$ cat config.mk
export PLATFORM = sky130hd
export DESIGN_NAME = styler_shifter
export DESIGN_NICKNAME = d
export VERILOG_FILES = /design/src/rtl/styler_pkg.sv /design/src/rtl/styler_shifter_hold.sv /design/src/rtl/styler_shifter.sv
export SDC_FILE = /design/constraint.sdc
export NUM_CORES = 1
export LEC_CHECK = 0
export ABC_AREA = 0
export CAP_MARGIN = 25
export CORE_MARGIN = 8
export CORE_UTILIZATION = 59
export CTS_CLUSTER_DIAMETER = 150
export DETAILED_ROUTE_END_ITERATION = 8
export PLACE_DENSITY = 0.87
export SETUP_SLACK_MARGIN = 0.3
export SYNTH_ARGS = -nofsm -noshare
export SYNTH_HDL_FRONTEND = slang
export SYNTH_SLANG_ARGS = --single-unit
$ cat constraint.sdc
create_clock -name clk -period 2.6 [get_ports clk]
set_input_delay 0.39 -clock clk [delete_from_list [all_inputs] [get_ports clk]]
set_output_delay 0.39 -clock clk [all_outputs]
set_load 0.05 [all_outputs]
$ cat src/rtl/styler_pkg.sv
// styler_pkg: shared definitions for the styler pixel path.
//   CELL_WIDTH : default character-cell row width in pixels (16)
//   COLOR_W    : width of a colour index (4)
//   cell_t     : one styled row as it travels hold -> active
//                {bitmap, last[, fg, bg]}
// Colour fields exist only when STYLER_SHIFTER_COLOR_EN is defined.
package styler_pkg;

  localparam int CELL_WIDTH = 16;
  localparam int COLOR_W    = 4;

  typedef struct packed {
    logic [CELL_WIDTH-1:0] bitmap;
    logic                  last;
`ifdef STYLER_SHIFTER_COLOR_EN
    logic [COLOR_W-1:0]    fg;
    logic [COLOR_W-1:0]    bg;
`endif
  } cell_t;

endpackage

$ cat src/rtl/styler_shifter_hold.sv
// styler_shifter_hold: one-entry holding register in front of the shifter.
// Ports:
//   clk, rst_n  : clock, asynchronous active-low reset
//   push        : upstream valid
//   ready       : entry is free (~holdValid); depends only on state
//   cellIn      : row offered by upstream
//   pop         : downstream takes the entry this cycle
//   holdValid   : entry is occupied
//   cellOut     : stored row
// Handshake: a row is taken on a cycle where push & ready are both high;
// push must hold cellIn stable until then. push and pop can never both
// act in one cycle because pop needs holdValid=1 and push needs ready=1.
module styler_shifter_hold
  import styler_pkg::*;
(
  input  logic  clk,
  input  logic  rst_n,
  input  logic  push,
  output logic  ready,
  input  cell_t cellIn,
  input  logic  pop,
  output logic  holdValid,
  output cell_t cellOut
);

  assign ready = ~holdValid;

  always_ff @(posedge clk or negedge rst_n) begin
    if (!rst_n) begin
      holdValid <= 1'b0;
      cellOut   <= '0;
    end else if (push && ready) begin
      holdValid <= 1'b1;
      cellOut   <= cellIn;
    end else if (pop) begin
      holdValid <= 1'b0;
    end
  end

endmodule

$ cat src/rtl/styler_shifter.sv
// styler_shifter: pixel serializer behind the combinational styler.
// Takes one styled row per valid/ready transfer into a hold register, moves
// it into an active shift register and emits one pixel per pix_en cycle.
// The hold register lets the next row load on the same enable that
// consumes the final pixel, so output is gap-free across cells.
// Optional feature macro: STYLER_SHIFTER_COLOR_EN adds in_fg/in_bg and
// pix_fg/pix_bg; colour indices travel with the row.
// Parameters:
//   WIDTH     : pixels per row, power of two in 2..16
//   MSB_FIRST : 1 emits bitmap[WIDTH-1] first, 0 emits bitmap[0] first
// Ports:
//   clk, rst_n           : clock, asynchronous active-low reset
//   in_valid/in_ready    : row handshake; a row is taken when both are high,
//                          and in_valid holds the row stable until then.
//                          in_ready = ~hold_valid (no path from pix_en)
//   in_bitmap, in_last   : row pixels, row ends the current line
//   in_fg, in_bg         : colour indices (colour builds)
//   pix_en               : pixel-rate enable
//   pix_out, pix_valid   : current pixel (0 when invalid), pixel present
//   pix_fg, pix_bg       : current colours, 0 when invalid (colour builds)
//   pix_eol              : current pixel is the last of an in_last row
//   underrun, clr_underrun : sticky mid-line starvation flag and its clear
module styler_shifter
  import styler_pkg::*;
#(
  parameter int WIDTH     = CELL_WIDTH,
  parameter bit MSB_FIRST = 1'b1
) (
  input  logic               clk,
  input  logic               rst_n,
  input  logic               in_valid,
  output logic               in_ready,
  input  logic [WIDTH-1:0]   in_bitmap,
  input  logic               in_last,
`ifdef STYLER_SHIFTER_COLOR_EN
  input  logic [COLOR_W-1:0] in_fg,
  input  logic [COLOR_W-1:0] in_bg,
  output logic [COLOR_W-1:0] pix_fg,
  output logic [COLOR_W-1:0] pix_bg,
`endif
  input  logic               pix_en,
  output logic               pix_out,
  output logic               pix_valid,
  output logic               pix_eol,
  output logic               underrun,
  input  logic               clr_underrun
);

  localparam int                CNT_W    = $clog2(WIDTH);
  localparam logic [CNT_W-1:0] LAST_CNT = CNT_W'(WIDTH - 1);

  cell_t            cellIn;
  cell_t            holdCell;
  logic             holdValid;
  logic             holdReady;

  logic [WIDTH-1:0] shiftReg;
  logic [WIDTH-1:0] shiftNext;
  logic [CNT_W-1:0] cnt;
  logic             actValid;
  logic             actLast;
  logic             atLast;
  logic             xfer;
  logic             outBit;
  logic             lineActive;
`ifdef STYLER_SHIFTER_COLOR_EN
  logic [COLOR_W-1:0] actFg;
  logic [COLOR_W-1:0] actBg;
`endif

  // Rows narrower than CELL_WIDTH sit in the low bits of the cell.
  always_comb begin
    cellIn                    = '0;
    cellIn.bitmap[WIDTH-1:0]  = in_bitmap;
    cellIn.last               = in_last;
`ifdef STYLER_SHIFTER_COLOR_EN
    cellIn.fg                 = in_fg;
    cellIn.bg                 = in_bg;
`endif
  end

  styler_shifter_hold u_hold (
    .clk       (clk),
    .rst_n     (rst_n),
    .push      (in_valid),
    .ready     (holdReady),
    .cellIn    (cellIn),
    .pop       (xfer),
    .holdValid (holdValid),
    .cellOut   (holdCell)
  );

  assign in_ready = holdReady;

  assign atLast = (cnt == LAST_CNT);
  // Load when active is empty, or on the enable that consumes its final
  // pixel so the next row's first pixel follows with no bubble.
  assign xfer   = holdValid & (~actValid | (pix_en & atLast));

  always_comb begin
    if (MSB_FIRST) begin
      shiftNext = {shiftReg[WIDTH-2:0], 1'b0};
      outBit    = shiftReg[WIDTH-1];
    end else begin
      shiftNext = {1'b0, shiftReg[WIDTH-1:1]};
      outBit    = shiftReg[0];
    end
  end

  always_ff @(posedge clk or negedge rst_n) begin
    if (!rst_n) begin
      shiftReg <= '0;
      cnt      <= '0;
      actValid <= 1'b0;
      actLast  <= 1'b0;
`ifdef STYLER_SHIFTER_COLOR_EN
      actFg    <= '0;
      actBg    <= '0;
`endif
    end else if (xfer) begin
      shiftReg <= holdCell.bitmap[WIDTH-1:0];
      cnt      <= '0;
      actValid <= 1'b1;
      actLast  <= holdCell.last;
`ifdef STYLER_SHIFTER_COLOR_EN
      actFg    <= holdCell.fg;
      actBg    <= holdCell.bg;
`endif
    end else if (actValid && pix_en) begin
      if (atLast) begin
        actValid <= 1'b0;
      end else begin
        shiftReg <= shiftNext;
        cnt      <= cnt + 1'b1;
      end
    end
  end

  assign pix_valid = actValid;
  assign pix_out   = actValid & outBit;
  assign pix_eol   = actValid & actLast & atLast;
`ifdef STYLER_SHIFTER_COLOR_EN
  assign pix_fg    = actValid ? actFg : '0;
  assign pix_bg    = actValid ? actBg : '0;
`endif

  // A line is in progress from its first row load until its EOL pixel is
  // consumed; a load in that same cycle starts the next line.
  always_ff @(posedge clk or negedge rst_n) begin
    if (!rst_n) begin
      lineActive <= 1'b0;
    end else if (xfer) begin
      lineActive <= 1'b1;
    end else if (pix_eol && pix_en) begin
      lineActive <= 1'b0;
    end
  end

  // Starvation inside a line is an error; enables between lines are
  // blanking. A new event outranks a simultaneous clear.
  always_ff @(posedge clk or negedge rst_n) begin
    if (!rst_n) begin
      underrun <= 1'b0;
    end else if (pix_en && lineActive && !actValid) begin
      underrun <= 1'b1;
    end else if (clr_underrun) begin
      underrun <= 1'b0;
    end
  end

endmodule

* Word-level counts from Yosys, hierarchy flattened
Index checks and enable logic that the tools add are counted.
Word-level totals: input bits 22, output and inout port bits 5, register bits after elaboration 42
Cells by class: bitwise operators 8, reduce and logical (&&, ||, !) cells 13, eq/ne operators 2, mux-type cells 15, add/sub/neg operators 1
Operators with widths (count):
- two-way mux 16 bit | 3
- two-way mux 4 bit | 3
- nonzero test 2 bit | 5
- two-way mux 1 bit | 9
- AND 1 bit | 5
- logical AND 1 bit | 5
- adder 4 x 1 -> 4 bit (second input constant) | 1
- equality test 4 bit (second input constant) | 1
- AND reduction 2 bit | 2
- inequality test 2 x 1 -> 1 bit (second input constant) | 1
- NOT 1 bit | 2
- logical NOT 1 bit | 1
- bitwise OR 1 bit | 1

* Longest topological paths before layout
depth in word-level cells 6, gate-level depth with buffers 6, mapped depth without buffers 4

* Cells and area by module
Synthesis repeated with hierarchy kept, for this count alone.
Unflattened totals: cells, all modules 187, area total of the unflattened synthesis 2075.7 um^2
Modules (own cells, without submodules):
- styler_shifter | times used 1, cells an instance 147, sequential area each 600.6 um^2, area an instance 1360.1 um^2
- styler_shifter_hold | times used 1, cells an instance 40, sequential area each 450.4 um^2, area an instance 715.7 um^2

* Worst setup path before layout
OpenSTA, ideal clock, no wires.
path kind register to output, start reg actValid, in the netlist pix_valid, end out pix_eol, required time 2.210 ns, path buffers 1, path slack 0.481 ns, arrival 1.729 ns, cell stages (with the launch flop) 4, cells stage by stage dfrtp_1 clkbuf_1 nand2_1 nor2_1
Between the ends: longest elaborated chain between the ends 2
RTL lines:
- from (decl) | line styler_shifter.sv:60 | logic actValid;
- from (signal assigned) | line styler_shifter.sv:114 | actValid <= 1'b0;
- from (signal assigned) | line styler_shifter.sv:123 | actValid <= 1'b1;
- from (signal assigned) | line styler_shifter.sv:131 | actValid <= 1'b0;
- AND 1 bit (2 in series) | line styler_shifter.sv:141 | assign pix_eol = actValid & actLast & atLast;
- to (decl) | line styler_shifter.sv:44 | output logic pix_eol,
No other way between the ends.

* Final worst setup path
start reg actValid, in the netlist pix_valid, end out pix_out
Between the ends: longest elaborated chain between the ends 1
RTL lines:
- AND 1 bit | line styler_shifter.sv:140 | assign pix_out = actValid & outBit;
- to (decl) | line styler_shifter.sv:42 | output logic pix_out,
No other way between the ends.

==> impl_metrics.yaml <==
worst_hold_path:
  min_path_type: "in -> async"
detailed_routing:
  drtIter0Drc: 172
  vias: 1575
  ant_nets: 0
  routedWlPerCell_um: 16.1
  drc_errors: 0
  drtPass1Iterations: 4
  viasPerCell: 5.99
  wl_um: 4240
floorplan:
  dieWidth_um: 75.9
  die_area_um2: 5770
  die_y_um: 75.9
  pin_count: 27
  rows: 21
  core_um2: 3390
  start_util_pct: 62.5
clock_network:
  cts.clk_slew.worst_paths_ns: 0.13
  clock-root-buffer: "clkbuf_4"
  holdBufCountCts: 0
  cts_max_path_buffers: 2
  cts_setup_buffers: 0
  tritoncts: "done"
  htree_levels: 2
  cts_inserted_buffers: 5
  clkLatencyLatePin_ns: 0.35
  cts_num_sinks: 42
logic_synthesis:
  synth-edff-count: 0
  synth_area_um2: 2120
  synth_top_area_cell: "dfrtp_1"
  yosys_most_used_dff: "dfrtp_1"
  synth.avg_cell_area_um2: 10.9
  ys_warn_count: 0
  synth_seq_cells: 42
  yosys.area.top_type_share_pct: 49.6
  ys_async_sr_fraction_pct: 100
  synth_area_leaders: "dfrtp_1 (50%), mux2_2 (10%), nor3_1 (7.6%), a2111oi_2 (6.4%), inv_1 (3.4%)"
  seq_area_frac_synth_pct: 49.6
  syn_inst: 195
  ys_types: 40
  syn_nets: 218
place:
  gp_congestion: 0.791
  place_hpwl_um: 2920
  port_buffers: 26
worst_setup_path:
  critPathKind: "reg -> out"
  critPathMaxFanout: 16
  crit_arrival_ns: 1.67
  start_kind: "register"
  crit_path_end_kind: "output port"
  critPathRequiredTime_ns: 2.21
global_route:
  grt.overflow.total: 0
  antenna_found_initial: 0
  track_usage_pct: 15.2
  grt_pass1_wl_um: 7290
  grt_pass1_vias: 1574
  grt_start_max_net_pins: 43
sta:
  worst_slew_pin_slew_ns: 0.912
  min_period_ns: 2.06
  skew_ns: 0.0123
  setup_tns_ns: 0
  max_slew_margin_pct: 39.2
  clock.fmax_mhz: 485
  hold_violations: 0
  slew_viol_final: 0
  timing.final.crit_share_pct: 79.2
  setup_viol: 0
  rsz0062_at_grt: "false"
cells_and_area:
  final_common_cell: "dfrtp_1"
  diodes: 0
  syn_to_final_growth_pct: 13.4
  fill_cells: 234
  nets: 239
  drive_above_1_share_pct: 20.7
  final_util_pct: 70.9
  layout_common_cells: "dfrtp_1 (42), nor3_1 (32), clkdlybuf4s50_1 (21)"
power:
  p_leak_uw: 0.00106
  peakVddDrop_v: 0.000626
  power_density_nw_per_um2: 971
job:
  maxCapViolations: 0
run_status:
  status: "finished clean"
## worst max-delay path: stages, from the launching register on
cell and delay, ns:
dfrtp_1 0.62, and2_1 0.19, dlygate4sd2_1 0.52
## flip-flops by register name, indices dropped and copies added (netlist names)
name              cells
cnt                   4
u_hold.holdValid      1
u_hold.cellOut       17
lineActive            1
pix_valid             1
actLast               1
shiftReg             16
underrun              1
## power by group
| group | leakage [µW] | internal [µW] | total, µW | switching (µW) |
|---|---|---|---|---|
| Clock | 0.0000353 | 131 | 338 | 207 |
| Sequential | 0.000471 | 947 | 1190 | 246 |
| Combinational | 0.000552 | 407 | 802 | 395 |
| Total | 0.00106 | 1490 | 2330 | 848 |
## through the flow
stage	hold slack [ns]	setup slack, ns	area [µm²]	instances	total power (µW)
after floorplan	0.0944	0.481	2120	195	1810
after global placement	0.484	0.596	2340	255	1950
after detailed placement	0.496	0.448	2340	255	2020
after CTS	0.189	0.326	2400	263	2350
after global routing	0.230	0.431	2400	263	2490
final	0.162	0.540	2400	263	2330
## cells by family (layout without fill, tap and decap cells)
family	Yosys count	in the layout	synth area share (%)
mux	19	19	10.1
compound gates	31	31	15.2
flops	42	42	49.6
simple gates	69	69	16.2
fa+ha+maj	1	1	0.590
buf+inv	33	55	8.32
## cell usage after synthesis, types with 2 or more instances
cell / n
a2111oi_0: 3
a2111oi_1: 3
a2111oi_2: 9
a21oi_1: 3
a22o_1: 2
buf_2: 3
buf_4: 7
buf_6: 3
dfrtp_1: 42
inv_1: 19
mux2_2: 19
nand2_1: 5
nor2_1: 18
nor3_1: 32
o21ai_0: 2
## routing by layer
| layer | track usage, % | vias up | wire [µm] |
|---|---|---|---|
| met5 | 0 | - | 0 |
| met4 | 7.06 | 0 | 81 |
| met3 | 4.01 | 10 | 192 |
| met2 | 23.9 | 38 | 2090 |
| met1 | 19.0 | 791 | 1870 |
| li1 | - | 736 | - |
## layout make-up
class	count	area [µm²]	area share, %
clock buffers	7	55.1	2.29
clock inverters	1	5.00	0.208
inverters	19	71.3	2.97
multi-input cells	120	892	37.1
flip-flops and latches	42	1050	43.7
well taps	46	57.6	2.39
repair buffers	28	272	11.3
## final timing paths
check / startpoint / end / cells past startpoint / slack [ns]
setup reg to reg: cnt[1]$_DFFE_PN0P_ / shiftReg[3]$_DFFE_PN0P_ / 4 / 0.65
setup / recovery: pix_valid$_DFFE_PN0P_ / pix_out / 2 / 0.54
hold / removal: rst_n / shiftReg[11]$_DFFE_PN0P_ / 1 / 0.16
hold reg to reg: u_hold.cellOut[0]$_DFFE_PN0P_ / actLast$_DFFE_PN0N_ / 1 / 0.52
min in group clk: u_hold.cellOut[0]$_DFFE_PN0P_ / actLast$_DFFE_PN0N_ / 1 / 0.52
max in group asynchronous: rst_n / shiftReg[13]$_DFFE_PN0P_ / 1 / 1.87
## repair_timing
action,4_1_cts,5_1_grt
setup endpoints to repair,1,2
gates resized for setup,1,2
cloned,0,0
No activity file was read; power rests on OpenSTA's default activity.
==> variant 1: new RTL, same flow settings <==
Make the reset (`rst_n`) synchronous in 4 clocked blocks. Comments in the files are not updated.
--- a/src/rtl/styler_shifter_hold.sv
+++ b/src/rtl/styler_shifter_hold.sv
@@ -25,7 +25,7 @@
 
   assign ready = ~holdValid;
 
-  always_ff @(posedge clk or negedge rst_n) begin
+  always_ff @(posedge clk) begin
     if (!rst_n) begin
       holdValid <= 1'b0;
       cellOut   <= '0;
--- a/src/rtl/styler_shifter.sv
+++ b/src/rtl/styler_shifter.sv
@@ -107,7 +107,7 @@
     end
   end
 
-  always_ff @(posedge clk or negedge rst_n) begin
+  always_ff @(posedge clk) begin
     if (!rst_n) begin
       shiftReg <= '0;
       cnt      <= '0;
@@ -146,7 +146,7 @@
 
   // A line is in progress from its first row load until its EOL pixel is
   // consumed; a load in that same cycle starts the next line.
-  always_ff @(posedge clk or negedge rst_n) begin
+  always_ff @(posedge clk) begin
     if (!rst_n) begin
       lineActive <= 1'b0;
     end else if (xfer) begin
@@ -158,7 +158,7 @@
 
   // Starvation inside a line is an error; enables between lines are
   // blanking. A new event outranks a simultaneous clear.
-  always_ff @(posedge clk or negedge rst_n) begin
+  always_ff @(posedge clk) begin
     if (!rst_n) begin
       underrun <= 1'b0;
     end else if (pix_en && lineActive && !actValid) begin
Behaviour: differs if rst_n is asserted again (counterexample within 4 cycles, from zero or initial values and one cycle with rst_n low); with rst_n held inactive, the same outputs for 10 cycles.
==> variant 1 against the original RTL <==
  * First-iteration DRC count rose by 2.9%
  * Sequential cell count unchanged
  * Count of clock-buffer cells in the layout shrank 1
  * Area after synthesis fell by 14%
  * Synthesized cell count increased by 11%
  * Wire length fell by 0.57%
  * Sequential share of layout area is 5.3 points lower
  * Worst setup slack worse by 120 ps
  * Core utilization grew 2.0 points
  * Design area fell by 9.0%
  * Die area fell by 11%
  * Highest routed layer unchanged
Power is not compared: it rests on default switching activity, and its combinational part moved more than twofold at a synthesized area within 25%.
==> variant 1: results (changes against the original RTL) <==
synth:
  number_of_cells_produced_by_synthesis: 217  # was 195
  syn-num-nets: 240  # was 218
  yosys-top-cells-count: "dfxtp_1, nand2_1, a21oi_1, nand3_1, a211oi_1"  # was dfrtp_1, nor3_1, inv_1, mux2_2, nor2_1
  synth-main-ff-cell: "dfxtp_1"  # was dfrtp_1
  muxShareOfSynthArea_pct: 1.10  # was 10.1%
  ys_seq_area_share_pct: 46.0  # was 49.6%
  synthAdderAreaFrac_pct: 0.684  # was 0.590%
  synth-compound-area-share_pct: 27.4  # was 15.2%
setup_path:
  regToRegStartpoint: "cnt[0]"  # was cnt[1]
  r2r-end: "cnt[3]"  # was shiftReg[3]
  r2r_cells: 5  # was 4
  cp_top_family: "buffers and inverters"  # was flip-flops
  worst-path-max-fanout: 8  # was 16
  cp_slowest_cell: "clkdlybuf4s50_1"  # was dfrtp_1
  setup.worst_path.start: "pix_valid"  # unchanged
global_routing:
  number_of_global_route_vias_before_repair: 1512  # was 1574
  grt_max_degree: 39  # was 43
  globalRouteTotalUtil_pct: 17.4  # was 15.2%
route:
  met1_wire_length_mm: 1.92  # was 1.87 mm
  met2_length_mm: 2.00  # was 2.09 mm
  postRouteWirelength_mm: 4.21  # was 4.24 mm
  drtIter0Drc: 177  # was 172
placed_design:
  replace_congestion: 0.872  # was 0.791
  place_hpwl_mm: 2.89  # was 2.92 mm
final_layout:
  final_layout_size_suffix_gt1_share_pct: 7.59  # was 20.7%
  finish.net_count: 259  # was 239
  layoutNonFillerInstCount: 270  # was 263
min_path:
  holdCritPathClass: "reg2reg"  # was in2async
sta:
  tightest_slew_ps: 604  # was 912 ps
  final_min_period_over_clock_period_pct: 83.9  # was 79.2%
outcome:
  run_status: "finished, final reports clean"  # unchanged
## variant 1: cell type report
cell class                      instances  area (um^2)
Multi-Input combinational cell        151          881
Sequential cell                        42          841
Fill cell                             239          815
Timing Repair Buffer                   33          335
Clock buffer                            6         41.3
Tap cell                               33         41.3
Clock inverter                          2         37.5
Inverter                                3         11.3
## variant 1: worst min-delay path by stage
stage,startpoint,endpoint,slack (ps),depth (start not counted)
floorplan,u_hold.cellOut[16],u_hold.cellOut[16],440,2
global placement,u_hold.cellOut[1],u_hold.cellOut[1],450,2
detailed placement,u_hold.cellOut[15],u_hold.cellOut[15],450,2
CTS,u_hold.cellOut[15],u_hold.cellOut[15],470,2
global route,u_hold.cellOut[16],u_hold.cellOut[16],490,2
finish,u_hold.cellOut[7],u_hold.cellOut[7],470,2
## variant 1: power by group
group          internal [uW]  switching, uW
registers                689           27.0
clock network            203            210
logic                   88.2            111
## variant 1: kinds of logic (layout without fill, tap and decap cells)
family,count (synthesis),count (layout)
AOI/OAI and AO/OA,76,76
adders and majority gates,1,1
buffers and inverters,24,44
DFF,42,42
muxes,2,2
and+or+nand+nor,72,72
## variant 1: what timing repair did
action                                 in CTS  in global routing
hold buffers                                0                  0
setup endpoints to repair                   0                  1
gates resized for setup                     0                  1
endpoints found under the hold margin       0                  0
## variant 1: tightest hold or removal path, stage by stage (launching register included)
cell	delay (ps)
dfxtp_1	330
nand2_1	50
a21oi_1	50
## variant 1: metrics by stage
step / power (uW) / util [%] / hold WS [ps] / instance area (um^2) / worst slack [ps]
after floorplan: 852 / - / 436 / 1830 / 604
after global routing: 1390 / 72.9 / 489 / 2190 / 361
after global placement: 920 / 70.2 / 445 / 2110 / 588
after detailed placement: 925 / 70.2 / 449 / 2110 / 515
final: 1330 / 72.9 / 466 / 2190 / 417
after CTS: 1330 / 72.8 / 467 / 2190 / 350
## variant 1: metal layers
layer	vias to the layer above	global-route usage (%)
li1	834	-
met1	750	22.2
met2	57	26.5
met3	6	5.72
met4	0	6.12
met5	-	0
==> variant 2: new RTL, same flow settings <==
Made on the original files. The option `STYLER_SHIFTER_COLOR_EN` is turned on by a define.
--- a/src/rtl/styler_pkg.sv
+++ b/src/rtl/styler_pkg.sv
@@ -4,6 +4,8 @@
 //   cell_t     : one styled row as it travels hold -> active
 //                {bitmap, last[, fg, bg]}
 // Colour fields exist only when STYLER_SHIFTER_COLOR_EN is defined.
+`define STYLER_SHIFTER_COLOR_EN
+
 package styler_pkg;
 
   localparam int CELL_WIDTH = 16;
Interface: changed (added in_bg, in_fg, pix_bg and pix_fg); port bits go from 27 to 43. No check against the original RTL was run, so the function may have changed too.
==> variant 2 against the original RTL <==
  * Wire length increased by 36%
  * Non-clock buffer count grew 19
  * Synthesized cell count is 6.7% lower
  * Sequential cell count up 16
  * Clock skew increased by 1.2 ps
  * Via count grew 6.9%
  * Area after synthesis is 16% higher
  * Total power increased by 36%
  * Worst setup slack worse by 140 ps
  * Cell count is 7.6% higher
  * Design area increased by 30%
  * Critical path type unchanged
==> variant 2: results (changes against the original RTL) <==
outcome:
  run_status: "finished, final reports clean"  # unchanged
placed_design:
  place_hpwl_mm: 3.74  # was 2.92 mm
  port_buffers: 42  # was 26
  placed_cell_area_mm2: 0.00289  # was 0.00234 mm^2
  replace_congestion: 0.733  # was 0.791
route:
  met1_wire_length_mm: 2.18  # was 1.87 mm
  drtIter0Drc: 150  # was 172
  met3WireLength_um: 307  # was 192 um
  wire_per_inst_um: 20.4  # was 16.1 um
  met2_length_mm: 3.11  # was 2.09 mm
synth:
  yosys-top-cells-count: "dfrtp_1, mux2_2, a221o_1, nor3b_1, and2_1"  # was dfrtp_1, nor3_1, inv_1, mux2_2, nor2_1
  syn-num-nets: 213  # was 218
  leading_cell_types_by_total_area_after_synthesis: "dfrtp_1, mux2_2, a221o_1"  # was dfrtp_1, mux2_2, nor3_1
final_layout:
  top_flop_regs: "u_hold.cellOut x25, shiftReg x16"  # was u_hold.cellOut x17, shiftReg x16, cnt x4
  finish.net_count: 259  # was 239
  final_layout_size_suffix_gt1_share_pct: 24.9  # was 20.7%
cts:
  cts-buffers-inserted: 9  # was 5
  clk_tree_root_cell: "clkbuf_8"  # was clkbuf_4
  cts.clk_slew.worst_paths_ps: 70  # was 130 ps
global_routing:
  number_of_global_route_vias_before_repair: 1846  # was 1574
  wire_length_of_the_first_global_routing_pass_mm: 9.24  # was 7.29 mm
  globalRouteTotalUtil_pct: 19.2  # was 15.2%
setup_path:
  r2r_cells: 4  # unchanged
  critical_path_arrival_ps: 1810  # was 1670 ps
sta:
  max-slew-margin-rel_pct: 57.6  # was 39.2%
power:
  vdd_ir_drop_max_mv: 0.660  # was 0.626 mV
variant 2: worst paths after layout:
| kind | start | end | slack, ps |
|---|---|---|---|
| min in group clk | lineActive | lineActive | 500 |
| setup reg to reg | cnt[0] | actBg[0] | 650 |
| hold / removal | rst_n | actBg[0] | 6 |
| max in group asynchronous | rst_n | pix_valid | 1740 |
| hold reg to reg | lineActive | lineActive | 500 |
| setup / recovery | cnt[0] | pix_eol | 400 |
variant 2: worst max-delay path, cell delays in order, from the launching register on:
cell and delay [ps]:
dfrtp_1 410, ha_1 270, and3_1 200, buf_4 190, and3_1 200, buf_4 190
variant 2: cell families after synthesis:
logic type,count (synthesis),synth area share [%]
AO/OA/AOI/OAI,27,9.64
adder cells (fa/ha/maj),1,0.510
buffers and inverters,20,4.69
flip-flops,58,59.2
multiplexers,33,15.1
AND/OR/NAND/NOR,43,10.9
variant 2: area by class of cell:
type	instances	area, um^2
clock buffers	11	141
clock inverters	5	77.6
fillers	231	880
inverters	8	30.0
multi-input cells	104	886
flip-flops and latches	58	1450
well taps	50	62.6
repair buffers	47	470
variant 2: where the power goes:
group	internal (uW)	switching (uW)
combinational	400	381
clock	562	376
sequential	1240	216
variant 2: what timing repair did:
item                                    4_1_cts  5_1_grt
endpoints found under the setup margin       10        5
gates resized for setup                       5        5
hold endpoints to repair                      0        0
variant 2: layer usage:
| layer | track usage, % | vias to the layer above |
|---|---|---|
| met5 | 0 | - |
| met2 | 32.7 | 57 |
| met4 | 10.5 | 0 |
| met3 | 6.36 | 19 |
| met1 | 20.4 | 852 |
| li1 | - | 756 |
variant 2: metrics by stage:
stage	util (%)	instances	worst slack (ps)	power, uW	hold WS (ps)
finish	78.0	283	397	3170	5.55
global route	78.0	283	338	3300	37.9
CTS	77.7	283	304	3190	15.5
detailed placement	72.3	267	309	2250	386
global placement	72.3	267	398	2170	374
floorplan	-	182	611	1950	94.4
